**src/rtl/nanov_mul_seq.sv**
```systemverilog
// Self-sequencing shift-add multiplier for the nanoV datapath (MUL/MULH/MULHSU/MULHU).
// Retires one multiplier bit per cycle; the result is readable in parallel or shifted out LSB-first on d.
module nanov_mul_seq #(
    parameter int WIDTH      = 32,
    parameter int EARLY_EXIT = 1
) (
    input  logic             clk,
    input  logic             rstn,
    input  logic             start,
    input  logic [1:0]       op,
    input  logic [WIDTH-1:0] a,
    input  logic [WIDTH-1:0] b,
    output logic             busy,
    output logic             done,
    output logic [WIDTH-1:0] result,
    input  logic             read_out,
    output logic             d
);

    localparam int W2 = 2 * WIDTH;
    localparam int CW = $clog2(WIDTH + 1);

    typedef enum logic [1:0] {
        S_IDLE = 2'd0,
        S_MUL  = 2'd1,
        S_SIGN = 2'd2
    } state_t;

    state_t           state_q, state_d;
    logic [W2-1:0]    mcand_q, mcand_d;
    logic [W2-1:0]    accum_q, accum_d;
    logic [WIDTH-1:0] mplier_q, mplier_d;
    logic [WIDTH-1:0] result_q, result_d;
    logic [CW-1:0]    cnt_q, cnt_d;
    logic             neg_q, neg_d;
    logic             hi_q, hi_d;
    logic             done_q, done_d;

    logic             sa;
    logic             sb;
    logic [WIDTH-1:0] a_abs;
    logic [WIDTH-1:0] b_abs;
    logic [WIDTH-1:0] mplier_shr;
    logic             last_iter;
    logic [W2-1:0]    prod;

    // Operand signs and magnitudes; the most negative value negates to itself, which is
    // exactly its magnitude when read as unsigned.
    assign sa         = ((op == 2'b01) || (op == 2'b10)) ? a[WIDTH-1] : 1'b0;
    assign sb         = (op == 2'b01) ? b[WIDTH-1] : 1'b0;
    assign a_abs      = sa ? ('0 - a) : a;
    assign b_abs      = sb ? ('0 - b) : b;
    assign mplier_shr = mplier_q >> 1;
    assign last_iter  = (cnt_q == CW'(WIDTH - 1)) ||
                        ((EARLY_EXIT != 0) && (mplier_shr == '0));
    assign prod       = neg_q ? ('0 - accum_q) : accum_q;

    // State register
    always_ff @(posedge clk) begin
        if (!rstn) begin
            state_q <= S_IDLE;
        end else begin
            state_q <= state_d;
        end
    end

    // Next-state logic
    always_comb begin
        state_d = state_q;
        case (state_q)
            S_IDLE:  if (start) state_d = S_MUL;
            S_MUL:   if (last_iter) state_d = S_SIGN;
            S_SIGN:  state_d = S_IDLE;
            default: state_d = S_IDLE;
        endcase
    end

    // State-decoded outputs
    always_comb begin
        busy = 1'b0;
        case (state_q)
            S_MUL:   busy = 1'b1;
            S_SIGN:  busy = 1'b1;
            default: busy = 1'b0;
        endcase
    end

    // Datapath next-values
    always_comb begin
        mcand_d  = mcand_q;
        accum_d  = accum_q;
        mplier_d = mplier_q;
        result_d = result_q;
        cnt_d    = cnt_q;
        neg_d    = neg_q;
        hi_d     = hi_q;
        done_d   = 1'b0;
        case (state_q)
            S_IDLE: begin
                if (start) begin
                    mcand_d  = {{WIDTH{1'b0}}, a_abs};
                    mplier_d = b_abs;
                    accum_d  = '0;
                    neg_d    = sa ^ sb;
                    hi_d     = (op != 2'b00);
                    cnt_d    = '0;
                end else if (read_out && !done_q) begin
                    // Serial read-out is frozen during the done cycle so the fresh result is seen intact.
                    result_d = result_q >> 1;
                end
            end
            S_MUL: begin
                if (mplier_q[0]) begin
                    accum_d = accum_q + mcand_q;
                end
                mcand_d  = mcand_q << 1;
                mplier_d = mplier_shr;
                cnt_d    = cnt_q + CW'(1);
            end
            S_SIGN: begin
                result_d = hi_q ? prod[W2-1:WIDTH] : prod[WIDTH-1:0];
                done_d   = 1'b1;
            end
            default: begin
                done_d = 1'b0;
            end
        endcase
    end

    // Datapath registers
    always_ff @(posedge clk) begin
        if (!rstn) begin
            mcand_q  <= '0;
            accum_q  <= '0;
            mplier_q <= '0;
            result_q <= '0;
            cnt_q    <= '0;
            neg_q    <= 1'b0;
            hi_q     <= 1'b0;
            done_q   <= 1'b0;
        end else begin
            mcand_q  <= mcand_d;
            accum_q  <= accum_d;
            mplier_q <= mplier_d;
            result_q <= result_d;
            cnt_q    <= cnt_d;
            neg_q    <= neg_d;
            hi_q     <= hi_d;
            done_q   <= done_d;
        end
    end

    assign done   = done_q;
    assign result = result_q;
    assign d      = result_q[0];

endmodule

```
**config.mk**
```make
export PLATFORM = sky130hd
export DESIGN_NAME = nanov_mul_seq
export DESIGN_NICKNAME = d
export VERILOG_FILES = /design/src/rtl/nanov_mul_seq.sv
export SDC_FILE = /design/constraint.sdc
export NUM_CORES = 1
export LEC_CHECK = 0
export CAP_MARGIN = 20
export CORE_ASPECT_RATIO = 1.4
export CORE_MARGIN = 5
export CORE_UTILIZATION = 60
export CTS_BUF_LIST = sky130_fd_sc_hd__clkbuf_4 sky130_fd_sc_hd__clkbuf_8
export CTS_CLUSTER_SIZE = 10
export DETAILED_ROUTE_END_ITERATION = 16
export PLACE_DENSITY = 0.78
export SYNTH_ARGS = -nofsm -noshare
export SYNTH_HDL_FRONTEND = slang
export SYNTH_SLANG_ARGS = --single-unit
```
**constraint.sdc**
```tcl
create_clock -name clk -period 4.2 [get_ports clk]
set_clock_uncertainty 0.1 [all_clocks]
set_input_delay 0.84 -clock clk [delete_from_list [all_inputs] [get_ports clk]]
set_output_delay 0.84 -clock clk [all_outputs]
set_load 0.05 [all_outputs]
```
==> results of run 1 <==
## routing by layer
| metal | part of all wire, % | GRT usage [%] | vias up |
|---|---|---|---|
| met3 | 4.8 | 3.65 | 123 |
| met1 | 40 | 35.3 | 6909 |
| met2 | 50 | 54.4 | 450 |
| met4 | 5.2 | 15.4 | 0 |
| met5 | 0 | 0 | - |
| li1 | - | - | 7264 |
## state kept, by name, summed over array words and instances, names as in the netlist
| name | cells |
|---|---|
| result | 32 |
| cnt_q | 6 |
| done | 1 |
| state_q | 2 |
| mcand_q | 64 |
| accum_q | 64 |
| neg_q | 1 |
| mplier_q | 32 |
| hi_q | 1 |
## power by group
group,internal (mW),switching [mW]
Sequential,2.08,0.187
Clock,1.15,0.871
Combinational,0.567,1.07
## worst min-delay path by stage
| stage | to | slack, ps | cells after the start | from |
|---|---|---|---|---|
| CTS | mplier_q[10] | 370 | 2 | mplier_q[10] |
| global placement | mplier_q[3] | 350 | 2 | mplier_q[3] |
| finish | mplier_q[10] | 370 | 2 | mplier_q[10] |
| global route | mplier_q[9] | 400 | 2 | mplier_q[9] |
| detailed placement | mplier_q[9] | 360 | 2 | mplier_q[9] |
| floorplan | mplier_q[18] | 340 | 2 | mplier_q[18] |
## metrics by stage
step / cells / instance area (um2) / utilization (%)
finish: 2368 / 16500 / 69.2
global route: 2368 / 16500 / 69.2
CTS: 2368 / 16500 / 69.2
detailed placement: 2307 / 15800 / 65.9
global placement: 2307 / 15800 / 65.9
floorplan: 1980 / 14500 / -
## layout make-up
| cell class | instances | area [um2] |
|---|---|---|
| Sequential cell | 203 | 4070 |
| Tap cell | 310 | 388 |
| Inverter | 29 | 111 |
| Fill cell | 2095 | 7370 |
| Clock inverter | 13 | 158 |
| Multi-Input combinational cell | 1627 | 9880 |
| Clock buffer | 48 | 617 |
| Timing Repair Buffer | 138 | 1310 |
## cell usage in the layout, fill, tap and decap left out, drive strengths merged, types with 7 or more instances in the layout
cell / instances
a22oi: 60
nor2b: 13
clkdlybuf4s50: 104
clkbuf: 48
inv: 30
o211ai: 38
o21bai: 10
nand4: 27
o41ai: 7
a21o: 42
and3: 16
and2: 13
o211a: 7
buf: 34
ha: 72
nand2: 299
or3: 24
dfxtp: 203
mux2i: 8
xor2: 77
clkinv: 8
nand3: 33
nor2: 183
o21ai: 191
nand2b: 12
or4: 15
xnor2: 80
nor3: 32
o31ai: 19
a211oi: 20
a21oi: 216
nor4: 18
a31oi: 13
## cells by family (layout without fill, tap and decap cells)
logic type | Yosys count | count (layout) | share of synthesized area, %
AOI/OAI and AO/OA | 677 | 677 | 28.6
xor gates and xnor gates | 157 | 157 | 9.47
adders and majority gates | 73 | 73 | 6.34
buffers and inverters | 150 | 228 | 4.32
DFF | 203 | 203 | 28.0
muxes | 10 | 10 | 0.706
and+or+nand+nor | 710 | 710 | 22.6
## tightest hold or removal path, cell delays in order, from the launching register on
cell and delay [ps]:
dfxtp_1 320, nand2_1 60, a21oi_1 50
==> run summary, run 1 <==
The flow ran to the end, and the final reports show no timing, DRC or antenna violations. The number of buffers and inverters on the critical path is 0. The core region area is 23,900 um2. The maximum clock insertion buffer count is 3. The number of buffers added by the clock tree synthesis step came out at 36.

The most common flop cell mapped by yosys is dfxtp_1. The netlist area before placement is 14,500 um2. The number of DRC markers in iteration 0 is 1,078. The async set or reset register ratio after synthesis came out at 0%. In this run the critical register-to-register path is captured at accum_q[61]. The delay of the slowest critical-path stage came out at 580 ps.

The count of TritonRoute iterations in the first routing pass came out at 5. The most common cell in the netlist is nand2_1. The growth of design area from synthesis to finish is 13.8%. The maximum fanout count along the critical path came out at 8. The deepest level of the CTS H-tree came out at 2.

The synthesized design contains 0 enable-type register cells. The horizontal extent of the die came out at 141 um. The arrival time at the worst endpoint is 4050 ps. The critical path ends at accum_q[61].

The static leakage is 6.62 nW. The final setup slack of the worst path came out at 444 ps. The pin count of the biggest net entering global routing came out at 106. The startpoint identified for the worst register-to-register timing path is accum_q[28]. Among all stages on the critical path, the largest delay is contributed by a2111oi_0. The critical path depth is 10.

The global route total overflow came out at 0. The insertion delay to the later sink of the worst-skew pair is 540 ps. The post-DP HPWL is 32,500 um. On the critical path the largest part of the delay comes from compound AO/OA/AOI/OAI gates. The worst slew margin relative to its limit is 35.9%. When the netlist entered floorplanning its net count stood at 2,123. The final net count is 2,178. The number of antenna diodes in the final layout is 0. The post-CTS setup buffer count came out at 0.

The minimum clock period after layout is 3760 ps. The setup slack at placement came out at 61.6 ps. The setup check on the worst reg-to-reg path leaves a slack of 440 ps. The data required time at the worst endpoint came out at 4500 ps. Walking the worst path, the cells encountered are ha_1 > a21oi_1 > o21ai_0 > or3_1 > a311o_1 > a2111oi_0 > nor3_1 > a211oi_1 > xor2_1 > o21ai_0. The area of the die is 27,500 um2. Counting stages on the worst path, the most repeated cell is o21ai_0. The design draws 5.93 mW.

The power density of the placed cells came out at 359 nW/um2. The critical path class is reg -> reg. The max-slew violation count is 0. Of the available clock period, the critical path in the final layout requires 89.4%. The final routed wire length divided by cell count is 18.3 um. The first element of the critical path is accum_q[28]. The share of the synthesized area in the top cell type is 28.0%. The mean instance size in the synthesized netlist is 7.33 um2.

The routed via count divided by cell count came out at 6.23. The total routing usage reported by global routing came out at 30.4%. The final RePlAce weighted congestion came out at 0.977.

The clock slew at the register clock pins of the worst setup and hold paths is 70 ps. The initial standard-cell utilization of the core is 60.8%. The transition at the pin with the smallest max-transition slack came out at 957 ps. The I/O pin count is 105. The number of cells on the worst reg-to-reg path came out at 10. The first global-routing pass estimated 69,800 um of wire. The initial antenna violation count is 0. Across the run, the number of max-cap violations was 0. After synthesis the netlist holds a flip-flop and latch count of 203. Setup violations remaining at the end of the flow were counted as 0. The worst setup path is captured at a flip-flop. The total of cells resized after clock tree synthesis is 0. Hold timing on the final database bottoms out at a slack of 371 ps. The number of hold buffers added after cts came out at 0. The number of routed nets with antenna violations came out at 0. CTS saw 203 sinks. The count of standard-cell rows came out at 67. The total negative slack for setup checks came out at 0 ps. After detailed routing, the number of remaining DRC violations is 0. The worst setup path is launched from a flip-flop. Setup repair after global routing left no endpoint under its margin. The total of buffers placed on input and output ports came out at 104.

The dominant cell type by area after synthesis is dfxtp_1. The post-route netlist has 6.12% of its cells at a drive strength greater than 1. The maximum VDD drop is 0.335 mV. The number of endpoints with negative hold slack in the final report came out at 0. By count the netlist is led by 299 x nand2_1, 216 x a21oi_1, 203 x dfxtp_1. Sorting the synthesized cells by area gives the leading types as dfxtp_1 28%, nand2_1 7.7%, a21oi_1 7.4%. Synthesis handed over a netlist of 1,980 instances.

The number of global-route vias before repair was 14,200. The number of warnings printed during yosys synthesis is 0. The clock tree from TritonCTS is built. The vertical die dimension came out at 194 um. The distinct cell type count of the synthesized netlist came out at 78. Summing the sequential cell areas from Yosys gives 28.0% of the chip area. The via count is 14,700. The type of the worst min-delay path is reg -> reg. The total detailed-routing wirelength is 43,400 um. Clock tree synthesis selected as its root buffer the cell clkbuf_8. Based on the critical path, the design can be clocked at up to 0.266 GHz.
No activity file was read; power rests on OpenSTA's default activity.
==> inputs of run 2 (changes only) <==
--- a/config.mk
+++ b/config.mk
@@ -7,12 +7,13 @@
 export LEC_CHECK = 0
 export CAP_MARGIN = 20
 export CORE_ASPECT_RATIO = 1.4
-export CORE_MARGIN = 5
 export CORE_UTILIZATION = 60
 export CTS_BUF_LIST = sky130_fd_sc_hd__clkbuf_4 sky130_fd_sc_hd__clkbuf_8
 export CTS_CLUSTER_SIZE = 10
 export DETAILED_ROUTE_END_ITERATION = 16
+export GPL_TIMING_DRIVEN = 0
 export PLACE_DENSITY = 0.78
 export SYNTH_ARGS = -nofsm -noshare
 export SYNTH_HDL_FRONTEND = slang
 export SYNTH_SLANG_ARGS = --single-unit
+export TNS_END_PERCENT = 1
==> run 2 against run 1 <==
Net effect: sequential share of layout area down 0.35 points; cell count is 3.7% higher; final area up 1.4%; worst hold slack improved by 4.1 ps; combinational power is 12% higher; wire length increased by 16%; count of clock-buffer cells in the layout up 2; critical endpoint is now accum_q[62]; largest power group unchanged.
==> run summary, run 2 (synthesized netlist as in run 1, its figures left out) <==
The overall power consumption came out at 6.13 mW (was 5.93 mW). The total negative slack for setup checks came out at 0 ps (unchanged). The maximum clock insertion buffer count came out at 3 (unchanged).

The delay of the slowest critical-path stage came out at 450 ps (was 580 ps). The number of design rule violations left after detail routing is 0 (unchanged). The finished layout cell area came out at 16,800 um2 (was 16,500 um2).

The TritonCTS sink count is 203 (unchanged). The global route total overflow was 0 (unchanged). The critical path class is reg -> reg (unchanged). The library cell appearing most often on the critical path is o21ai_0 (unchanged). The data required time at the worst endpoint is 4500 ps (about the same). The insertion delay to the later sink of the worst-skew pair came out at 550 ps (was 540 ps).

The post-CTS setup buffer count is 0 (unchanged). The end-of-flow core utilization came out at 70.1% (was 69.2%). The total placed instance area came out at 16,000 um2 (was 15,800 um2). The vertical die dimension is 186 um (was 194 um).

The count of max-cap constraint violations came out at 0 (unchanged). The maximum VDD drop came out at 0.239 mV (was 0.335 mV). The kind of end point of the critical path is a flip-flop (unchanged). The type of the worst min-delay path is reg -> reg (unchanged). The global-route wire length before repair is 77,500 um (was 69,800 um).

The power density of the placed cells came out at 366 nW/um2 (was 359 nW/um2). The static leakage is 6.64 nW (was 6.62 nW). The post-route clock period utilization came out at 96.1% (was 89.4%). The maximum fanout count along the critical path was 6 (was 8). The final routed wire length divided by cell count was 20.5 um (was 18.3 um).

The fmax came to 0.248 GHz (was 0.266 GHz). The worst min-delay path endpoint was mplier_q[9] (was mplier_q[10]). Commonest cells after routing, fill and taps aside: 299 x nand2_1, 216 x a21oi_1, 203 x dfxtp_1 (was 299 x nand2_1, 215 x a21oi_1, 201 x dfxtp_1). The arrival time at the worst endpoint came out at 4340 ps (was 4050 ps). The clock slew at the register clock pins of the worst setup and hold paths came out at 70 ps (about the same). The routed via count divided by cell count came out at 6.36 (was 6.23). The worst slew margin relative to its limit is 37.1% (was 35.9%). The startpoint kind of the worst setup timing path is a flip-flop (unchanged). The max-slew violation count is 0 (unchanged). The number of cells on the worst reg-to-reg path is 14 (was 10).

The count of TritonRoute iterations in the first routing pass is 8 (was 5). The final net count came to 2,264 (was 2,178). The final RePlAce weighted congestion is 1.02 (was 0.977). The pin count of the biggest net entering global routing came out at 11 (was 106).

Regs by FF count: accum_q x64, mcand_q x64 (unchanged). Setup repair after global routing missed its margin: false (unchanged). The clock tree from TritonCTS was built (unchanged). The sequential standard cell area came to 4060 um2 (was 4070 um2). The startpoint of the lowest-slack register-to-register path was accum_q[0] (was accum_q[28]). The number of hold buffers added after cts is 0 (unchanged). Run status: finished, final reports clean (unchanged). The core region area is 23,900 um2 (unchanged). The total of buffers placed on input and output ports is 104 (unchanged).

The post-DP HPWL is 39,400 um (was 32,500 um). The ratio of cells with drive above 1 in the final layout came out at 4.43% (was 6.12%). The most common cell after layout, fill and taps aside is nand2_1 (unchanged).

The initial antenna violation count is 2 (was 0). The transition at the pin with the smallest max-transition slack came out at 936 ps (was 957 ps). The slack of the worst reg-to-reg path came out at 160 ps (was 440 ps).

The number of global-route vias before repair came to 15,000 (was 14,200). The master of the slowest instance on the critical path was dfxtp_1 (was a2111oi_0). The via count came to 15,600 (was 14,700).

The total of endpoints with negative setup slack in the final report came out at 0 (unchanged). The total routing usage reported by global routing came out at 40.0% (was 30.4%). The number of endpoints with negative hold slack in the final report was 0 (unchanged). The count of standard-cell rows is 67 (unchanged).

The initial standard-cell utilization of the core is 60.8% (unchanged). The root buffer cell is clkbuf_8 (unchanged). The growth of design area from synthesis to finish is 15.4% (was 13.8%). The number of DRC markers in iteration 0 came to 1,157 (was 1,078). The horizontal extent of the die is 133 um (was 141 um).

The total area of multi-input combinational cells came out at 9840 um2 (was 9880 um2). The minimum clock period after layout came out at 4040 ps (was 3760 ps). The area of the die is 24,800 um2 (was 27,500 um2).

The number of routed nets with antenna violations was 0 (unchanged). The number of buffers added by the clock tree synthesis step is 34 (was 36). Ordered list of cells on the worst path: ha_1 > inv_1 > fa_1 > nor2b_1 > o2111ai_1 > a21oi_1 > o2111ai_1 > a211oi_2 > o21ai_0 > nand2_1 > a21oi_1 > o21ai_0 > xnor2_1 > o21ai_0 (was ha_1 > a21oi_1 > o21ai_0 > or3_1 > a311o_1 > a2111oi_0 > nor3_1 > a211oi_1 > xor2_1 > o21ai_0). The number of stages on the worst hold path was 2 (unchanged).

The capturing point of the worst reg2reg path is accum_q[62] (was accum_q[61]). The antenna diode instance count is 0 (unchanged). The I/O pin count is 105 (unchanged). The deepest level of the CTS H-tree is 2 (unchanged). The count of filler cells inserted in the layout came out at 2,057 (was 2,095). The source of the worst hold timing path is mplier_q[9] (was mplier_q[10]). The total detailed-routing wirelength is 50,300 um (was 43,400 um).
-- run 2: layout make-up --
class,count,area share [%]
flip-flops and latches,203,24.3
clock buffers,50,3.92
multi-input cells,1627,58.7
repair buffers,105,6.28
inverters,29,0.650
well taps,310,2.31
plain buffers,121,3.09
clock inverters,10,0.784
-- run 2: repair_timing --
action	CTS	global route
setup endpoints to repair	0	3
gates resized for setup	0	2
endpoints found under the hold margin	0	0
-- run 2: worst max-delay path: cells and delay by family, from the launching register on --
kind / cells / cell delay [ps]
flip-flops: 1 / 450
buffers and inverters: 1 / 60
XOR/XNOR: 1 / 160
AND/OR/NAND/NOR: 2 / 480
AO/OA/AOI/OAI: 8 / 1990
adder cells (fa/ha/maj): 2 / 630
-- run 2: where the power goes --
| group | switching, mW | internal, mW | total (mW) |
|---|---|---|---|
| clock | 0.853 | 1.19 | 2.05 |
| combinational | 1.25 | 0.595 | 1.84 |
| sequential | 0.161 | 2.08 | 2.24 |
| total | 2.26 | 3.87 | 6.13 |
-- run 2: how the worst max path moves through the flow --
stage / start / to / slack (ps) / depth (start not counted)
final: accum_q[0] / accum_q[62] / 160 / 14
after global routing: b[2] / mplier_q[29] / 6 / 12
after CTS: accum_q[0] / accum_q[62] / 190 / 14
after detailed placement: b[4] / mplier_q[27] / -230 / 12
after global placement: b[2] / mplier_q[27] / -170 / 12
after floorplan: b[4] / mplier_q[27] / 830 / 11
-- run 2: metrics by stage --
stage          std cells  setup WS, ps  hold WS (ps)
3_3_place_gp        2394          -171           354
3_5_place_dp        2395          -234           362
4_1_cts             2455           193           370
5_1_grt             2455          5.65           395
2_1_floorplan       1980           833           344
6_report            2455           162           375
-- run 2: metal layers --
layer	wire length [um]	part of all wire, %	vias up	GRT usage, %
li1	-	-	7437	-
met1	18200	36	7250	41.4
met2	24500	49	677	71.1
met3	3410	6.8	239	7.11
met4	4180	8.3	2	32.2
met5	13	0.026	-	0
==> inputs of run 3 (changes only) <==
--- a/config.mk
+++ b/config.mk
@@ -12,7 +12,7 @@
 export CTS_CLUSTER_SIZE = 10
 export DETAILED_ROUTE_END_ITERATION = 16
 export GPL_TIMING_DRIVEN = 0
-export PLACE_DENSITY = 0.78
+export PLACE_DENSITY_LB_ADDON = 0.1
 export SYNTH_ARGS = -nofsm -noshare
 export SYNTH_HDL_FRONTEND = slang
 export SYNTH_SLANG_ARGS = --single-unit
==> run 3 against run 2 <==
Net effect: global-route usage rose by 0.19 points; worst setup slack improved by 13 ps; clock power shrank 5%; count of clock-buffer cells in the layout is 1 higher; core utilization down 0.13 points; via count increased by 0.13%; critical path type unchanged; critical endpoint is now accum_q[28]; largest cell class unchanged; largest power group unchanged.
==> run summary, run 3 (synthesized netlist as in run 1, its figures left out) <==
Run status: finished, final reports clean (unchanged). The count of standard-cell rows is 67 (unchanged). The total of buffers placed on input and output ports is 104 (unchanged). The number of endpoints with negative hold slack in the final report is 0 (unchanged). The startpoint kind of the worst setup timing path was a flip-flop (unchanged).

The root buffer cell is clkbuf_8 (unchanged). The setup slack at placement is -235 ps (was -234 ps). The growth of design area from synthesis to finish is 15.2% (was 15.4%). Ordered list of cells on the worst path: inv_1 > ha_1 > clkbuf_1 > clkinv_1 > o21ai_1 > o21ai_0 > and2_1 > clkbuf_1 > clkbuf_1 > nand2_1 > o21ai_0 (was ha_1 > inv_1 > fa_1 > nor2b_1 > o2111ai_1 > a21oi_1 > o2111ai_1 > a211oi_2 > o21ai_0 > nand2_1 > a21oi_1 > o21ai_0 > xnor2_1 > o21ai_0). The antenna diode instance count came out at 0 (unchanged). The number of design rule violations left after detail routing is 0 (unchanged). The initial standard-cell utilization of the core was 60.8% (unchanged). The fmax is 0.248 GHz (about the same). The minimum clock period after layout came to 4020 ps (was 4040 ps). The transition at the pin with the smallest max-transition slack is 937 ps (was 936 ps). The total detailed-routing wirelength is 50,200 um (was 50,300 um). The maximum fanout count along the critical path is 10 (was 6). The static leakage is 6.62 nW (was 6.64 nW). The global route total overflow is 0 (unchanged). The proportion of power drawn by flip-flops and latches was 37.2% (was 36.6%).

The library cell appearing most often on the critical path is clkbuf_1 (was o21ai_0). The core region area is 23,900 um2 (unchanged). The part of the total power dissipated in combinational logic came out at 30.5% (was 30.0%). The count of TritonRoute iterations in the first routing pass is 6 (was 8). The delay of the slowest critical-path stage came out at 680 ps (was 450 ps).

The arrival time at the worst endpoint came to 4310 ps (was 4340 ps). The routed via count divided by cell count came to 6.36 (about the same). The TritonCTS sink count is 203 (unchanged). The number of DRC markers in iteration 0 is 1,169 (was 1,157).

The post-DP HPWL was 39,400 um (about the same). The pin count of the biggest net entering global routing is 11 (unchanged). The total placed instance area is 16,000 um2 (about the same). The initial antenna violation count was 0 (was 2). The total negative slack for setup checks is 0 ps (unchanged). The kind of end point of the critical path is a flip-flop (unchanged). The master of the slowest instance on the critical path is o21ai_1 (was dfxtp_1).

The data required time at the worst endpoint is 4490 ps (was 4500 ps). The most common cell after layout, fill and taps aside was nand2_1 (unchanged). The insertion delay to the later sink of the worst-skew pair was 550 ps (about the same).

The deepest level of the CTS H-tree is 2 (unchanged). The clock slew at the register clock pins of the worst setup and hold paths is 70 ps (about the same). The worst slew margin relative to its limit came to 37.0% (was 37.1%). The total of endpoints with negative setup slack in the final report is 0 (unchanged). The net switching power came to 2.26 mW (about the same). The final setup slack of the worst path is 175 ps (was 162 ps). The cell internal power dissipation came out at 3.77 mW (was 3.87 mW).

The number of global-route vias before repair is 14,900 (was 15,000). The final net count is 2,265 (was 2,264). Regs by FF count: accum_q x64, mcand_q x64 (unchanged). The clock tree from TritonCTS is built (unchanged).

The count of max-cap constraint violations came out at 0 (unchanged). The I/O pin count was 105 (unchanged). The maximum clock insertion buffer count is 3 (unchanged). Setup repair after global routing missed its margin: false (unchanged). The combined buffer and inverter count along the critical path came out at 5 (was 1). Commonest cells after routing, fill and taps aside: 299 x nand2_1, 216 x a21oi_1, 203 x dfxtp_1 (unchanged). The number of cells after detailed placement came out at 2,395 (unchanged). The total routing usage reported by global routing is 40.2% (was 40.0%).

The via count came to 15,600 (about the same). The maximum VDD drop came out at 0.293 mV (was 0.239 mV). The post-route clock period utilization came out at 95.8% (was 96.1%).

The post-CTS setup buffer count came out at 0 (unchanged). The global-route wire length before repair was 77,900 um (was 77,500 um). The area of the die came out at 24,800 um2 (unchanged). The type of the worst min-delay path is reg -> reg (unchanged). The part of the total power dissipated in the clock network was 32.4% (was 33.4%). The count of placed standard cells in the final layout, fillers left out came to 2,457 (was 2,455). The proportion of total power due to net switching is 37.5% (was 36.9%). The ratio of cells with drive above 1 in the final layout is 4.56% (was 4.43%).

The final routed wire length divided by cell count is 20.4 um (was 20.5 um). The cell class contributing the biggest share of worst-path delay is buffers and inverters (was compound AO/OA/AOI/OAI gates). The number of hold buffers added after cts came out at 0 (unchanged). The end-of-flow core utilization is 70.0% (was 70.1%). The finished layout cell area came out at 16,700 um2 (was 16,800 um2).

The total of cells resized after clock tree synthesis is 0 (unchanged). The max-slew violation count came out at 0 (unchanged). The number of buffers added by the clock tree synthesis step is 35 (was 34). The horizontal extent of the die is 133 um (unchanged). The number of routed nets with antenna violations is 0 (unchanged). The power density of the placed cells came out at 360 nW/um2 (was 366 nW/um2). The final RePlAce weighted congestion came out at 1.06 (was 1.02). The vertical die dimension is 186 um (unchanged). The critical path class is reg -> reg (unchanged).
run 3: metrics by stage:
stage / power [mW] / hold slack, ps
6_report: 6.03 / 374
4_1_cts: 5.98 / 371
3_3_place_gp: 4.03 / 354
2_1_floorplan: 3.41 / 344
5_1_grt: 6.28 / 389
3_5_place_dp: 4.07 / 362
run 3: worst reg2reg max path, stage by stage, from the launching register on:
cell      delay, ps
dfxtp_1         330
inv_1            80
ha_1            140
clkbuf_1        330
clkinv_1        510
o21ai_1         680
o21ai_0         470
and2_1          330
clkbuf_1        240
clkbuf_1        400
nand2_1         160
o21ai_0          90
run 3: worst paths after layout:
path                             startpoint     endpoint  slack (ps)  cells after the start
worst min register to register  mplier_q[6]  mplier_q[6]         370                      2
worst min-delay path            mplier_q[6]  mplier_q[6]         370                      2
worst max-delay path             state_q[1]  accum_q[28]         180                     11
worst max register to register   state_q[1]  accum_q[28]         180                     11
run 3: routing by layer:
layer	vias up	routed length [um]	GRT usage [%]
met5	-	0	0
met4	0	3930	30.7
met2	669	24600	72.0
li1	7438	-	-
met3	205	3180	6.05
met1	7313	18600	42.4
run 3: final cells by class:
cell class	count	area, um2
clock inverters	11	85.1
fillers	2040	7160
inverters	29	109
repair buffers	105	1050
clock buffers	51	671
well taps	310	388
flip-flops and latches	203	4060
multi-input cells	1627	9840
plain buffers	121	518
run 3: power groups by stage:
stage,clock (mW),sequential (mW),combinational [mW]
detailed placement,0,2.27,1.79
global placement,0,2.27,1.76
floorplan,0,2.35,1.06
CTS,1.95,2.23,1.80
finish,1.95,2.24,1.84
global route,2.05,2.25,1.98
==> patch, RTL diff (config.mk and constraints of run 2) <==
Set the parameter `WIDTH` to 16 (it was 32).
--- a/src/rtl/nanov_mul_seq.sv
+++ b/src/rtl/nanov_mul_seq.sv
@@ -3,3 +3,3 @@
 module nanov_mul_seq #(
-    parameter int WIDTH      = 32,
+    parameter int WIDTH      = 16,
     parameter int EARLY_EXIT = 1
Interface: changed (resized a, b and result); port bits go from 105 to 57. No check against the original RTL was run, so the function may have changed too.
==> patch against run 2 <==
Final area fell by 50%; area after synthesis fell by 49%; non-clock buffer count is 113 lower; wire length down 58%; sequential cell count is 97 lower; setup slack better by 0.62 ns; hold slack better by 0.024 ns; power fell by 58%; first-iteration DRC count decreased by 63%.
==> patch: results (changes against run 2) <==
Initial antenna violation count: 0 (was 2)
First-pass GRT wire length: 33.2 mm (was 77.5 mm)
Ant. Diodes: 0 (unchanged)
Share of power burned in registers: 0.449 (was 0.366)
Port buffer count: 55 (was 104)
Hold WC Path Type: flip-flop to flip-flop (unchanged)
Biggest regs: accum_q (32), mcand_q (32) (was accum_q (64), mcand_q (64))
Synth Net Count: 1,044 (was 2,123)
Drt first pass iters: 5 (was 8)
HPWL after DPL: 16.3 mm (was 39.4 mm)
Register area share after synthesis: 0.285 (was 0.280)
Area added between synthesis and finish: 12.3% (was 15.4%)
Placed Area: 8180 um2 (was 16,000 um2)
Starting DRT DRC Count: 428 (was 1,157)
Synth cell types: 63 (was 78)
Clock Tree Root: clkbuf_8 (unchanged)
Inserted Clock Buffers: 9 (was 34)
Ys async rst share: 0 (unchanged)
Top post-synthesis cells by count: 124 x nand2_1, 106 x dfxtp_1, 76 x o21ai_0 (was 299 x nand2_1, 216 x a21oi_1, 203 x dfxtp_1)
Reg clk slew, reported paths: 0.11 ns (was 0.07 ns)
Layout cell share with drive strength beyond 1: 0.0290 (was 0.0443)
Fillers: 1,027 (was 2,057)
Max FO, Critical Path: 10 (was 6)
Synth Area in XOR/XNOR: 0.0976 (was 0.0947)
Clock Latency Late Sink: 0.38 ns (was 0.55 ns)
Routability cong.: 0.953 (was 1.02)
Post-synthesis compound-gate area fraction: 0.275 (was 0.286)
Drt wl/cell: 17.8 um (was 20.5 um)
Post-synthesis adder-cell area fraction: 0.0716 (was 0.0634)
Worst path arrival time: 3.62 ns (was 4.34 ns)
Post-synthesis mux area share: 0.00672 (was 0.00706)
Run status: completed (unchanged)
CTS max path bufs: 2 (was 3)
Via count: 7,395 (was 15,600)
VDD IR max: 0.000200 V (was 0.000239 V)
Vias in the first global route: 6,795 (was 15,000)
Synth top area cells: dfxtp_1 28%, ha_1 6.9%, nand2_1 6.3% (was dfxtp_1 28%, nand2_1 7.7%, a21oi_1 7.4%)
H-tree levels: 3 (was 2)
Largest net degree at the start of global routing: 20 (was 11)
Global-route total usage across every layer: 0.332 (was 0.400)
NetSw: 1.00 mW (was 2.26 mW)
Pleak: 3.20 nW (was 6.64 nW)
Worst-Margin Slew: 1.04 ns (was 0.936 ns)
Final net count: 1,110 (was 2,264)
## patch: changes by cell type after synthesis, sizes merged, moves of 34 or more
cell / run 2 / this run
a21oi: 216 / 69
clkbuf: 103 / 53
xor2: 77 / 37
nor2: 183 / 50
a22oi: 60 / 21
dfxtp: 203 / 106
o21ai: 191 / 80
xnor2: 80 / 46
nand2: 299 / 124
## patch: final cells by class
type	instances	area share
Inverter	26	0.0117
Clock buffer	9	0.0148
Multi-Input combinational cell	774	0.598
Clock inverter	7	0.00688
Sequential cell	106	0.254
Buffer	58	0.0266
Timing Repair Buffer	55	0.0658
Tap cell	147	0.0220
## patch: logic make-up (layout without fill, tap and decap cells)
kind of cell / after synthesis / in the layout
AND/OR/NAND/NOR: 332 / 332
AO/OA/AOI/OAI: 312 / 312
flip-flops: 106 / 106
buffers and inverters: 84 / 155
XOR/XNOR: 83 / 83
adder cells (fa/ha/maj): 42 / 42
multiplexers: 5 / 5
## patch: power by group through the flow
stage	clock, mW	combinational, mW	sequential [mW]
after floorplan	0	0.517	1.20
after CTS	0.624	0.808	1.16
after global placement	0	0.797	1.18
after detailed placement	0	0.804	1.18
final	0.616	0.815	1.16
after global routing	0.662	0.886	1.17
## patch: per-layer routing
layer / track usage / share of wire / vias to the layer above
li1: - / - / 3628
met1: 0.382 / 0.40 / 3485
met2: 0.597 / 0.52 / 234
met3: 0.0374 / 0.038 / 48
met4: 0.156 / 0.041 / 0
met5: 0 / 0 / -
## patch: path summary, 6_finish.rpt
path,startpoint,endpoint,slack [ns],cells past startpoint
max,start,accum_q[23],0.78,8
min reg2reg,result[1],result[1],0.40,2
max reg2reg,state_q[0],accum_q[23],0.93,10
min,result[1],result[1],0.40,2
## patch: metrics by stage
step / cells / setup WS, ns / hold WS, ns / utilization
floorplan: 964 / 1.45 / 0.356 / -
global route: 1182 / 0.600 / 0.411 / 0.701
global placement: 1166 / 0.455 / 0.376 / 0.685
detailed placement: 1166 / 0.459 / 0.383 / 0.685
CTS: 1182 / 0.850 / 0.397 / 0.701
finish: 1182 / 0.780 / 0.398 / 0.701
## patch: critical path, cell delays in order
cell	delay, ns
clkdlybuf4s50_1	0.46
nand2b_1	0.26
and2_1	0.21
clkbuf_1	0.24
a21oi_1	0.89
clkbuf_1	0.53
nand2_1	0.10
o21ai_0	0.09
